`src/rtl/rob_param.sv`:
```
// Parametrised reorder buffer: in-order allocation, multi-channel CDB completion,
// in-order retirement, and flush generation when a mispredicted branch retires.
module rob_param #(
    parameter int DEPTH   = 8,
    parameter int NUM_CDB = 2,
    localparam int IDW    = $clog2(DEPTH)
) (
    input  logic                   clk,
    input  logic                   rst,
    input  logic                   alloc_valid,
    input  logic [4:0]             alloc_rd,
    input  logic                   alloc_is_br,
    input  logic                   alloc_is_store,
    output logic                   alloc_ready,
    output logic [IDW-1:0]         alloc_id,
    input  logic [NUM_CDB-1:0]     cdb_valid,
    input  logic [NUM_CDB*IDW-1:0] cdb_id,
    input  logic [NUM_CDB*32-1:0]  cdb_data,
    input  logic [NUM_CDB-1:0]     cdb_mispred,
    input  logic [NUM_CDB*32-1:0]  cdb_target,
    input  logic [IDW-1:0]         rd_id_a,
    input  logic [IDW-1:0]         rd_id_b,
    output logic                   rd_done_a,
    output logic                   rd_done_b,
    output logic [31:0]            rd_data_a,
    output logic [31:0]            rd_data_b,
    output logic                   commit_valid,
    input  logic                   commit_ready,
    output logic [IDW-1:0]         commit_id,
    output logic [4:0]             commit_rd,
    output logic [31:0]            commit_data,
    output logic                   commit_is_store,
    output logic                   flush_en,
    output logic [31:0]            flush_pc,
    output logic [DEPTH-1:0]       flush_mask
);

    logic [DEPTH-1:0] valid_q;
    logic [DEPTH-1:0] done_q;
    logic [DEPTH-1:0] mispred_q;
    logic [DEPTH-1:0] is_br_q;
    logic [DEPTH-1:0] is_store_q;
    logic [4:0]       rd_q     [DEPTH];
    logic [31:0]      data_q   [DEPTH];
    logic [31:0]      target_q [DEPTH];

    logic [IDW-1:0]   head_q;
    logic [IDW-1:0]   tail_q;
    logic [IDW:0]     count_q;

    logic [IDW-1:0]   ch_id     [NUM_CDB];
    logic [31:0]      ch_data   [NUM_CDB];
    logic [31:0]      ch_target [NUM_CDB];
    logic [NUM_CDB-1:0] ch_hit;

    logic             alloc_fire;
    logic             commit_fire;
    logic             flush_now;
    logic [DEPTH-1:0] head_oh;

    always_comb begin
        for (int c = 0; c < NUM_CDB; c++) begin
            ch_id[c]     = cdb_id[c*IDW +: IDW];
            ch_data[c]   = cdb_data[c*32 +: 32];
            ch_target[c] = cdb_target[c*32 +: 32];
            ch_hit[c]    = cdb_valid[c] && valid_q[ch_id[c]];
        end
    end

    assign commit_valid    = valid_q[head_q] && done_q[head_q];
    assign commit_id       = head_q;
    assign commit_rd       = rd_q[head_q];
    assign commit_data     = data_q[head_q];
    assign commit_is_store = is_store_q[head_q];
    assign commit_fire     = commit_valid && commit_ready;
    assign flush_now       = commit_fire && is_br_q[head_q] && mispred_q[head_q];

    // Space freed by a same-cycle commit is only visible from the next cycle.
    assign alloc_ready = (count_q < (IDW+1)'(DEPTH)) && !flush_now;
    assign alloc_id    = tail_q;
    assign alloc_fire  = alloc_valid && alloc_ready;
    assign head_oh     = {{(DEPTH-1){1'b0}}, 1'b1} << head_q;

    assign rd_done_a = valid_q[rd_id_a] && done_q[rd_id_a];
    assign rd_done_b = valid_q[rd_id_b] && done_q[rd_id_b];
    assign rd_data_a = data_q[rd_id_a];
    assign rd_data_b = data_q[rd_id_b];

    always_ff @(posedge clk or negedge rst) begin
        if (!rst) begin
            valid_q    <= '0;
            done_q     <= '0;
            mispred_q  <= '0;
            head_q     <= '0;
            tail_q     <= '0;
            count_q    <= '0;
            flush_en   <= 1'b0;
            flush_mask <= '0;
            flush_pc   <= '0;
        end else begin
            flush_en <= flush_now;
            if (flush_now) begin
                flush_mask <= valid_q & ~head_oh;
                flush_pc   <= target_q[head_q];
            end
            // Descending scan so the lowest channel's write lands last and wins.
            for (int c = NUM_CDB-1; c >= 0; c--) begin
                if (ch_hit[c]) begin
                    done_q[ch_id[c]]    <= 1'b1;
                    mispred_q[ch_id[c]] <= cdb_mispred[c];
                end
            end
            if (alloc_fire) begin
                valid_q[tail_q]   <= 1'b1;
                done_q[tail_q]    <= 1'b0;
                mispred_q[tail_q] <= 1'b0;
                tail_q            <= tail_q + 1'b1;
            end
            if (commit_fire) begin
                valid_q[head_q] <= 1'b0;
                done_q[head_q]  <= 1'b0;
                head_q          <= head_q + 1'b1;
            end
            if (flush_now) begin
                valid_q <= '0;
                head_q  <= head_q + 1'b1;
                tail_q  <= head_q + 1'b1;
                count_q <= '0;
            end else begin
                count_q <= count_q + {{IDW{1'b0}}, alloc_fire} - {{IDW{1'b0}}, commit_fire};
            end
        end
    end

    always_ff @(posedge clk) begin
        for (int c = NUM_CDB-1; c >= 0; c--) begin
            if (ch_hit[c]) begin
                data_q[ch_id[c]]   <= ch_data[c];
                target_q[ch_id[c]] <= ch_target[c];
            end
        end
        if (alloc_fire) begin
            rd_q[tail_q]       <= alloc_rd;
            is_br_q[tail_q]    <= alloc_is_br;
            is_store_q[tail_q] <= alloc_is_store;
        end
    end

endmodule
```
`config.mk`:
```
export PLATFORM = sky130hd
export DESIGN_NAME = rob_param
export DESIGN_NICKNAME = d
export VERILOG_FILES = /design/src/rtl/rob_param.sv
export SDC_FILE = /design/constraint.sdc
export NUM_CORES = 1
export LEC_CHECK = 0
export ABC_CLOCK_PERIOD_IN_PS = 5400
export BUFFER_PORTS_ARGS = -buffer_cell sky130_fd_sc_hd__buf_4
export CORE_MARGIN = 5
export CORE_UTILIZATION = 35
export DETAILED_ROUTE_END_ITERATION = 7
export GPL_ROUTABILITY_DRIVEN = 0
export SYNTH_ARGS = -nofsm -noshare
export SYNTH_HDL_FRONTEND = slang
export SYNTH_SLANG_ARGS = --single-unit
```
`constraint.sdc`:
```
create_clock -name clk -period 5.4 [get_ports clk]
set_clock_uncertainty 0.05 [all_clocks]
set_input_delay 0.27 -clock clk [delete_from_list [all_inputs] [get_ports clk]]
set_output_delay 0.27 -clock clk [all_outputs]
set_load 0.02 [all_outputs]
```
-- Word level (Yosys, flattened, before mapping)
Memories as Yosys holds them, arrays and structs flattened. A register that Yosys moved wholly into a read port is not among the register bits.
Cells that the tools add are included.
- flip-flop bits (word level): 59
- memories: 3
- word-level logic and storage cells: 113
- bits in writable memories: 552
- output and inout port bits: 153
- bits of input ports: 155
- memory list (name ; depth ; bits a word ; read ports ; clocked after memory_dff ; wr ports ; line ; source):
    data_q ; 8 ; 32 ; 3 ; 0 ; 2 ; 44 ; logic [31:0] data_q [DEPTH];
    target_q ; 8 ; 32 ; 1 ; 1 ; 2 ; 45 ; logic [31:0] target_q [DEPTH];
    rd_q ; 8 ; 5 ; 1 ; 0 ; 1 ; 43 ; logic [4:0] rd_q [DEPTH];
- mux-type cells: 55
- reductions and logical operators: 18
- add/sub/neg operators: 4
- bitwise gates (word level): 11
- shift-type cells: 1
- order comparisons: 11
- operators with widths (operator ; number):
    two-way mux 8 bit ; 10
    AND 8 bit ; 5
    binary-select mux 1 bit (select 3 bit) ; 11
    bitwise mux 8 bit ; 4
    < comparator 3 x 4 -> 1 bit (second input constant) ; 6
    inverter 8 bit ; 3
    bitwise OR 8 bit ; 3
    two-way mux 1 bit ; 21
    logical AND 1 bit ; 14
    demux 1 bit (select 3 bit) ; 4
    >= comparator 3 x 1 -> 1 bit (second input constant) ; 4
    two-way mux 3 bit ; 4
    << shifter 1 x 3 -> 8 bit (first input constant) ; 1
    adder 3 x 1 -> 3 bit (second input constant) ; 2
    adder 4 x 1 -> 4 bit ; 1
    < comparator 4 bit (second input constant) ; 1
    two-way mux 4 bit ; 1
    nonzero test 2 bit ; 2
    subtractor 4 x 1 -> 4 bit ; 1
    zero test 1 bit ; 2

-- Longest topological paths before layout
Gate-level depths: netlist (run 1).
- depth after elaboration: 13
- gate-level depth with buffers: 16
- depth with buffers taken out: 13

-- Worst setup path before layout (run 1)
Ideal clock, no wire load.
- path kind: input-to-reg
- start: input port cdb_id[5]
- end: register done_q[4]
- setup time: 0.097 ns
- cell stages on the path: 6
- slack: -0.660 ns
- arrival: 5.913 ns
- path through: clkbuf_1 -> mux2_2 -> nand3_1 -> o21ai_0 -> o21ai_0 -> a21oi_1
- longest elaborated chain between the ends: 12
- ends and longest elaborated chain (element ; line ; source):
    start: declaration ; 17 ; input logic [NUM_CDB*IDW-1:0] cdb_id,
    < comparator 3 x 4 -> 1 bit (not written as such) or >= comparator 3 x 1 -> 1 bit (tied branches) ; 109 ; done_q[ch_id[c]] <= 1'b1;
    logical AND 1 bit (not written as such) ; 109 ;
    two-way mux 1 bit (not written as such) ; 109 ;
    demux 1 bit (select 3 bit) ; 109 ;
    bitwise OR 8 bit (no source line) ; - ;
    two-way mux 8 bit (*) ; 108 ; if (ch_hit[c]) begin
    bitwise OR 8 bit (no source line) ; - ;
    two-way mux 8 bit (*) ; 108 ;
    AND 8 bit (no source line) ; - ;
    two-way mux 8 bit (*) ; 113 ; if (alloc_fire) begin
    AND 8 bit (no source line) ; - ;
    two-way mux 8 bit (*) ; 119 ; if (commit_fire) begin
    end signal: indexed assignment ; 109 ;
    end signal: indexed assignment ; 115 ; done_q[tail_q] <= 1'b0;
    end signal: indexed assignment ; 121 ; done_q[head_q] <= 1'b0;
    end: declaration ; 39 ; logic [DEPTH-1:0] done_q;
Mark *: on every way between the ends. The rest lies on a longest branch, timed or not. The select of a mux whose other input is x is not followed.
A chain may end at the register's enable or synchronous reset.

-- Worst setup path after layout (run 1)
- start: register head_q[2] (netlist: commit_id[2])
- end: output port alloc_ready
- longest elaborated chain between the ends: 8
- ends and longest elaborated chain (element ; line ; source):
    start: declaration ; 47 ; logic [IDW-1:0] head_q;
    start signal: assignment ; 122 ; head_q <= head_q + 1'b1;
    start signal: assignment ; 126 ; head_q <= head_q + 1'b1;
    binary-select mux 1 bit (select 3 bit) ; 70 ; assign commit_valid = valid_q[head_q] && done_q[head_q];
    two-way mux 1 bit (not written as such) ; 70 ;
    logical AND 1 bit ; 70 ;
    logical AND 1 bit ; 75 ; assign commit_fire = commit_valid && commit_ready;
    logical AND 1 bit ; 76 ; assign flush_now = commit_fire && is_br_q[head_q] && mispred_q[head_q];
    logical AND 1 bit (*) ; 76 ;
    zero test 1 bit (*) ; 79 ; assign alloc_ready = (count_q < (IDW+1)'(DEPTH)) && !flush_now;
    logical AND 1 bit (*) ; 79 ;
    end: declaration ; 14 ; output logic alloc_ready,
Marks and branches as above.

==> results of run 1 <==
final cells by class:
| class | instances | area, um2 |
|---|---|---|
| clock inverters | 30 | 224 |
| flip-flops and latches | 643 | 18900 |
| fillers | 9100 | 56600 |
| repair buffers | 568 | 4830 |
| diodes | 5 | 12.5 |
| clock buffers | 102 | 2060 |
| well taps | 1298 | 1620 |
| inverters | 15 | 67.6 |
| multi-input cells | 1698 | 15500 |
flip-flops by register name, summed over array words and instances (netlist names):
signal      flops
count_q         4
is_store_q      8
is_br_q         8
flush_pc       32
mispred_q       8
target_q      256
rd_q           40
valid_q         8
flush_mask      8
done_q          8
commit_id       3
data_q        256
alloc_id        3
flush_en        1
metal layers:
| metal | part of all wire, % | track usage (%) | vias up | routed length [um] |
|---|---|---|---|---|
| met3 | 8.1 | 4.51 | 163 | 9440 |
| met5 | 0.031 | 0 | - | 36 |
| met2 | 48 | 35.5 | 1028 | 55300 |
| li1 | - | - | 10530 | - |
| met4 | 2.3 | 4.98 | 6 | 2660 |
| met1 | 42 | 29.1 | 12236 | 48700 |
cells in the mapped netlist (all sizes together), types with 2 or more instances:
| master | count | area [um2] |
|---|---|---|
| a211oi | 7 | 52.6 |
| mux4 | 275 | 6190 |
| buf | 71 | 330 |
| dfrtp | 75 | 1880 |
| nor2 | 23 | 86.3 |
| xor2 | 2 | 17.5 |
| clkbuf | 106 | 398 |
| edfxtp | 568 | 17100 |
| a311oi | 2 | 17.5 |
| or2 | 2 | 12.5 |
| xnor2 | 4 | 35.0 |
| o2111ai | 4 | 35.0 |
| nand3 | 6 | 42.5 |
| nand2b | 4 | 25.0 |
| nor3 | 12 | 60.1 |
| and2 | 5 | 31.3 |
| a32oi | 3 | 26.3 |
| nor4 | 7 | 43.8 |
| ha | 11 | 138 |
| and3 | 2 | 12.5 |
| o311a | 4 | 40.0 |
| nor2b | 9 | 56.3 |
| a21boi | 6 | 45.0 |
| clkinv | 2 | 12.5 |
| o21ai | 7 | 35.0 |
| o22a | 7 | 61.3 |
| mux2i | 10 | 100 |
| a221oi | 5 | 43.8 |
| mux2 | 429 | 4830 |
| nand4 | 3 | 18.8 |
| a21oi | 9 | 45.0 |
| nand2 | 822 | 3090 |
| o2bb2ai | 2 | 17.5 |
| o32ai | 2 | 17.5 |
| inv | 13 | 51.3 |
| a2bb2oi | 3 | 26.3 |
final timing paths:
| kind | from | to | slack (ns) | cells past startpoint |
|---|---|---|---|---|
| hold / removal | commit_ready | done_q[2]$_DFF_PN0_ | 0.16 | 4 |
| setup / recovery | commit_id[2]$_DFFE_PN0P_ | alloc_ready | 1.12 | 9 |
| hold reg to reg | flush_pc[8]$_DFFE_PN0N_ | flush_pc[8]$_DFFE_PN0N_ | 0.44 | 1 |
| max in group asynchronous | rst | commit_id[2]$_DFFE_PN0P_ | 4.06 | 3 |
| setup reg to reg | commit_id[1]$_DFFE_PN0P_ | is_store_q[7]$_DFFE_PP_ | 1.62 | 7 |
| min in group asynchronous | rst | flush_pc[8]$_DFFE_PN0N_ | 0.17 | 2 |
power groups by stage:
stage | Clock [W] | Combinational, W | Sequential, W
after CTS | 0.00499 | 0.00109 | 0.00552
after floorplan | 0 | 0.000524 | 0.00561
final | 0.00487 | 0.00109 | 0.00552
after detailed placement | 0 | 0.000959 | 0.00563
after global placement | 0 | 0.000951 | 0.00563
after global routing | 0.00519 | 0.00117 | 0.00553
critical path: cells and delay by family (launching register included):
family / cells / cell delay (ns)
compound gates: 1 / 0.36
mux: 1 / 0.38
buf+inv: 5 / 1.58
simple gates: 2 / 0.33
flops: 1 / 0.68
kinds of logic (layout without fill, tap and decap cells):
family	after synthesis	after routing	synth area share, %
and+or+nand+nor	899	899	9.99
adders and majority gates	12	12	0.449
DFF	643	643	54.0
muxes	714	714	31.7
xor gates and xnor gates	6	6	0.150
AOI/OAI and AO/OA	67	67	1.47
buffers and inverters	192	715	2.26
other	0	5	0
through the flow:
stage | power (W) | hold slack [ns] | cells
floorplan | 0.00614 | -0.0756 | 2533
global placement | 0.00658 | 0.304 | 4016
detailed placement | 0.00659 | 0.301 | 4016
CTS | 0.0116 | 0.0954 | 4353
global route | 0.0119 | 0.158 | 4354
finish | 0.0115 | 0.158 | 4359
==> impl_metrics.tcl, run 1 <==
set metrics [dict create \
    status "completed" \
    synth_enable_flop_cells 568 \
    final_common_cell "nand2_1" \
    nets 3168 \
    slew_headroom_pct 19.1 \
    async_reset_ff_share_pct 11.7 \
    cp.arrival_ns 3.96 \
    cts-root-buf "clkbuf_16" \
    cts_setup_buffers 0 \
    rsz0062_at_grt "no" \
    layout_common_cells "819 x nand2_1, 568 x edfxtp_1, 417 x mux2_2" \
    startpoint_type "flip-flop" \
    synth_ff_type "edfxtp_1" \
    ys_seq_elements 643 \
    die_w_um 327 \
    tritoncts "yes" \
    hold_class "input pin to flip-flop" \
    post-route-util_pct 43.4 \
    htreeDepth 3 \
    wl_per_cell_um 26.6 \
    pwr-share-clk_pct 42.4 \
    layout_min_cycle_time_ns 4.28 \
    worst_pin_slew_ns 1.20 \
    synth_cell_types 56 \
    areaGrowthSynthToFinish_pct 23.4 \
    setup_viol 0 \
    antenna_found_initial 7 \
    leakagePower_nw 16.2 \
    yosys_warnings 0 \
    hold_viol_final 0 \
    core_um2 99900 \
    cts_hold_buf 205 \
    start_util_pct 35.1 \
    critPathCaptureType "output port" \
    num_vias 23963 \
    layout-drive-gt1-share_pct 38.6 \
    cts_made_buffers 75 \
    power_density_nw_per_um2 265 \
    clock_insertion_delay_worst_skew_ns 0.62 \
    criticalPathCategory "flip-flop to output port" \
    overflow 0 \
    dp.final_hpwl_mm 68.8 \
    drt-vias-per-instance 5.50 \
    grt_pass1_wl_mm 170 \
    die_y_um 327 \
    finalCritPeriodShare_pct 79.2 \
    syn_avg_cell_area_um2 13.8 \
    ctsResizeCount 0 \
    clockBufferDepth 3 \
    max_freq_ghz 0.234 \
    synthCells 2533 \
    cpMaxStageDelayCell "dfrtp_4" \
    p_sw_w 0.00266 \
    comb_power_share_pct 9.5 \
    ys_seq_area_share_pct 54.0 \
    maxCapViolCount 0 \
    crit_fanout 44 \
    die-area_um2 107000 \
    pre_cts_slack_ns 1.60 \
    drcViolationCount 0 \
    swShare_pct 23.1 \
    p_int_w 0.00883 \
    slowest_delay_ns 0.68 \
    netlist_area_um2 35100 \
    num_rows 116 \
    grt_pass1_vias 24941 \
    path_cells "inv_1, mux4_2, o22a_1, clkinv_4, nand3_4, inv_2, buf_4, nor2_1, buf_4" \
    final_cell_area_um2 43300 \
    cts_sinks 643 \
    ant_nets 0 \
    drt_first_pass_iters 5 \
    required_ns 5.08 \
    synth_fp_nets 2700 \
    clkSlewWorstSetupHoldPaths_ns 0.06 \
    dpl_cell_area_um2 38900 \
    drt-initial-drc-count 2442 \
    drv_slew 0 \
    routed_wl_mm 116 \
    grt_max_degree 56 \
    grt_usage_pct 21.4 \
    final.setup.worst_slack_ns 1.12 \
    io_pins 308 \
    setup_tns_ns 0 \
    io_buffers 307 \
    seqPwrFrac_pct 48.1 \
    cp_common_cell "buf_4" \
    vdd_drop_max_uv 191 \
]
Note: power is estimated with default switching activity, not from simulation.
==> inputs of run 2 (changes only) <==
--- a/config.mk
+++ b/config.mk
@@ -5,7 +5,8 @@
 export SDC_FILE = /design/constraint.sdc
 export NUM_CORES = 1
 export LEC_CHECK = 0
-export ABC_CLOCK_PERIOD_IN_PS = 5400
+export ABC_AREA = 1
+export ABC_CLOCK_PERIOD_IN_PS = 4100
 export BUFFER_PORTS_ARGS = -buffer_cell sky130_fd_sc_hd__buf_4
 export CORE_MARGIN = 5
 export CORE_UTILIZATION = 35
==> constraint.sdc (replaced) <==
create_clock -name clk -period 4.1 [get_ports clk]
set_clock_uncertainty 0.05 [all_clocks]
set_input_delay 0.205 -clock clk [delete_from_list [all_inputs] [get_ports clk]]
set_output_delay 0.205 -clock clk [all_outputs]
set_load 0.02 [all_outputs]
==> run 2 against run 1 <==
  * Synthesized cell count increased by 62%
  * Hold slack got worse by 0.10 ns
  * Power increased by 100%
  * Clock-buffer cell count decreased by 3
  * Register-to-register slack got worse by 0.87 ns
  * Critical endpoint is now commit_data[15]
  * Clock power increased by 39%
==> impl_metrics.tcl, run 2 <==
set metrics [dict create \
    ys_seq_elements 643 \
    hold_viol_final 0 \
    reg2reg_depth 11 \
    core_um2 100000 \
    rsz0062_at_grt "no" \
    drv_slew 0 \
    synth_cell_types 35 \
    ys_seq_area_share_pct 53.6 \
    dp.cells 5392 \
    cts-root-buf "clkbuf_16" \
    clockBufferDepth 3 \
    dpl_cell_area_um2 38200 \
    critPathCaptureType "output port" \
    cp.arrival_ns 3.60 \
    die-area_um2 107000 \
    maxCapViolCount 0 \
    layout-drive-gt1-share_pct 11.8 \
    comb_power_share_pct 35.5 \
    yosys_warnings 0 \
    total_power_w 0.0233 \
    die_y_um 328 \
    fill_cells 9621 \
    seqPwrFrac_pct 35.4 \
    tritoncts "yes" \
    vdd_drop_max_uv 480 \
    cts_setup_buffers 0 \
    cpMaxStageDelayCell "buf_4" \
    netlist_area_um2 35300 \
    regArea_um2 18900 \
    slowest_delay_ns 0.86 \
    cp_num_buf_inv 3 \
    drcViolationCount 0 \
    synth_area_leader_cell "edfxtp_1" \
    grt_max_degree 165 \
    r2r_start "valid_q[0]$_DFF_PN0_" \
    num_vias 31724 \
    crit_fanout 105 \
    synth_fp_nets 4277 \
    startpoint_type "flip-flop" \
    hold_class "input pin to flip-flop" \
    max_freq_ghz 0.259 \
    fin_cells 5739 \
    grt_usage_pct 22.9 \
    layout_common_cells "966 x o21ai_0, 911 x nand2_1, 568 x edfxtp_1" \
    synth_ff_type "edfxtp_1" \
    post-route-util_pct 42.7 \
    io_pins 308 \
    crit_cells 5 \
    leakagePower_nw 15.4 \
    slew_headroom_pct 26.5 \
    r2r_end "data_q[2][18]$_DFFE_PP_" \
    grt_pass1_wl_mm 188 \
    r2r_setup_slack_ns 0.75 \
    htreeDepth 3 \
    yosysTopAreaCellShare_pct 48.3 \
    drt-vias-per-instance 5.53 \
    synth_common_cells "966 x o21ai_0, 919 x nand2_1, 568 x edfxtp_1" \
    io_buffers 307 \
    dp.final_hpwl_mm 73.4 \
    yosys-top-cells-area "edfxtp_1 48%, o21ai_0 14%, nand2_1 9.8%" \
    ctsResizeCount 0 \
    setup_tns_ns 0 \
    wl_per_cell_um 22.4 \
    synthCells 4110 \
    num_rows 116 \
    routed_wl_mm 128 \
    cts_hold_buf 201 \
    criticalPathCategory "flip-flop to output port" \
    required_ns 3.85 \
    async_reset_ff_share_pct 11.7 \
    drt_first_pass_iters 8 \
    multiInputGateArea_um2 13700 \
    swShare_pct 38.2 \
    start_util_pct 35.3 \
    synth_enable_flop_cells 568 \
    antenna_found_initial 8 \
    p_sw_w 0.00890 \
    syn_avg_cell_area_um2 8.60 \
    pwr-share-clk_pct 29.1 \
    layout_min_cycle_time_ns 3.86 \
    finalCritPeriodShare_pct 94.0 \
    cts_made_buffers 76 \
    crit_end "commit_data[15]" \
    power_density_nw_per_um2 545 \
    setup_viol 0 \
    clkSlewWorstSetupHoldPaths_ns 0.06 \
    areaGrowthSynthToFinish_pct 21.0 \
    nets 4540 \
    clock_insertion_delay_worst_skew_ns 0.64 \
    ant_nets 0 \
    die_w_um 328 \
    status "completed" \
    crit_start "commit_id[0]$_DFFE_PN0P_" \
    path_cells "buf_4, buf_4, o21ai_0, o2111ai_1, buf_4" \
    drt-initial-drc-count 3705 \
    overflow 0 \
    final_cell_area_um2 42800 \
    grt_pass1_vias 29136 \
    worst_pin_slew_ns 1.10 \
    cp_common_cell "buf_4" \
    yosysMostFrequentCell "o21ai_0" \
    cts_sinks 643 \
    crit_family "buffers and inverters" \
    p_int_w 0.0144 \
    final_common_cell "o21ai_0" \
]
[run 2: power groups by stage]
| stage | Combinational [W] | Clock (W) | Sequential [W] |
|---|---|---|---|
| finish | 0.00827 | 0.00679 | 0.00825 |
| CTS | 0.00823 | 0.00689 | 0.00825 |
| global placement | 0.00796 | 0 | 0.00836 |
| global route | 0.00894 | 0.00719 | 0.00830 |
| detailed placement | 0.00803 | 0 | 0.00838 |
| floorplan | 0.00489 | 0 | 0.00841 |
[run 2: cell type report]
class                           instances  share of cell area, %
Antenna cell                            6                 0.0351
Clock buffer                           99                   4.81
Clock inverter                         41                   1.01
Inverter                              237                   2.14
Multi-Input combinational cell       2843                   32.1
Sequential cell                       643                   44.3
Tap cell                             1298                   3.80
Timing Repair Buffer                  572                   11.8
[run 2: how the worst min path moves through the flow]
stage                  from                        to  slack [ns]  cells past startpoint
2_1_floorplan           rst   alloc_id[0]$_DFFE_PN0P_       -0.14                      0
5_1_grt        cdb_data[62]   data_q[7][30]$_DFFE_PP_        0.06                      3
3_3_place_gp            rst  flush_pc[27]$_DFFE_PN0N_        0.27                      1
6_report       cdb_data[62]   data_q[4][30]$_DFFE_PP_        0.06                      3
3_5_place_dp            rst  flush_pc[27]$_DFFE_PN0N_        0.27                      1
4_1_cts        cdb_data[62]   data_q[3][30]$_DFFE_PP_        0.02                      3
[run 2: logic make-up (layout without fill, tap and decap cells)]
kind of cell,count (synthesis),count (layout),synth area share (%)
and+or+nand+nor,1315,1315,14.5
AOI/OAI and AO/OA,1511,1511,23.5
adders and majority gates,12,12,0.446
xor gates and xnor gates,5,5,0.124
DFF,643,643,53.6
buffers and inverters,624,949,7.85
other,0,6,0
[run 2: tightest hold or removal path, stage by stage]
cell and delay, ns:
buf_4 0.11, inv_1 0.12, o21ai_0 0.18
[run 2: per-stage QoR]
stage / hold slack, ns / setup slack [ns]
detailed placement: 0.270 / 0.781
CTS: 0.0230 / 0.252
finish: 0.0560 / 0.244
global route: 0.0564 / 0.0193
global placement: 0.269 / 0.861
floorplan: -0.141 / 1.25
[run 2: routing by layer]
metal	track usage, %	up-vias	part of all wire, %
li1	-	14934	-
met1	31.7	14935	42
met2	36.8	1612	46
met3	3.75	239	9.3
met4	7.58	4	3.2
met5	0	-	0.021
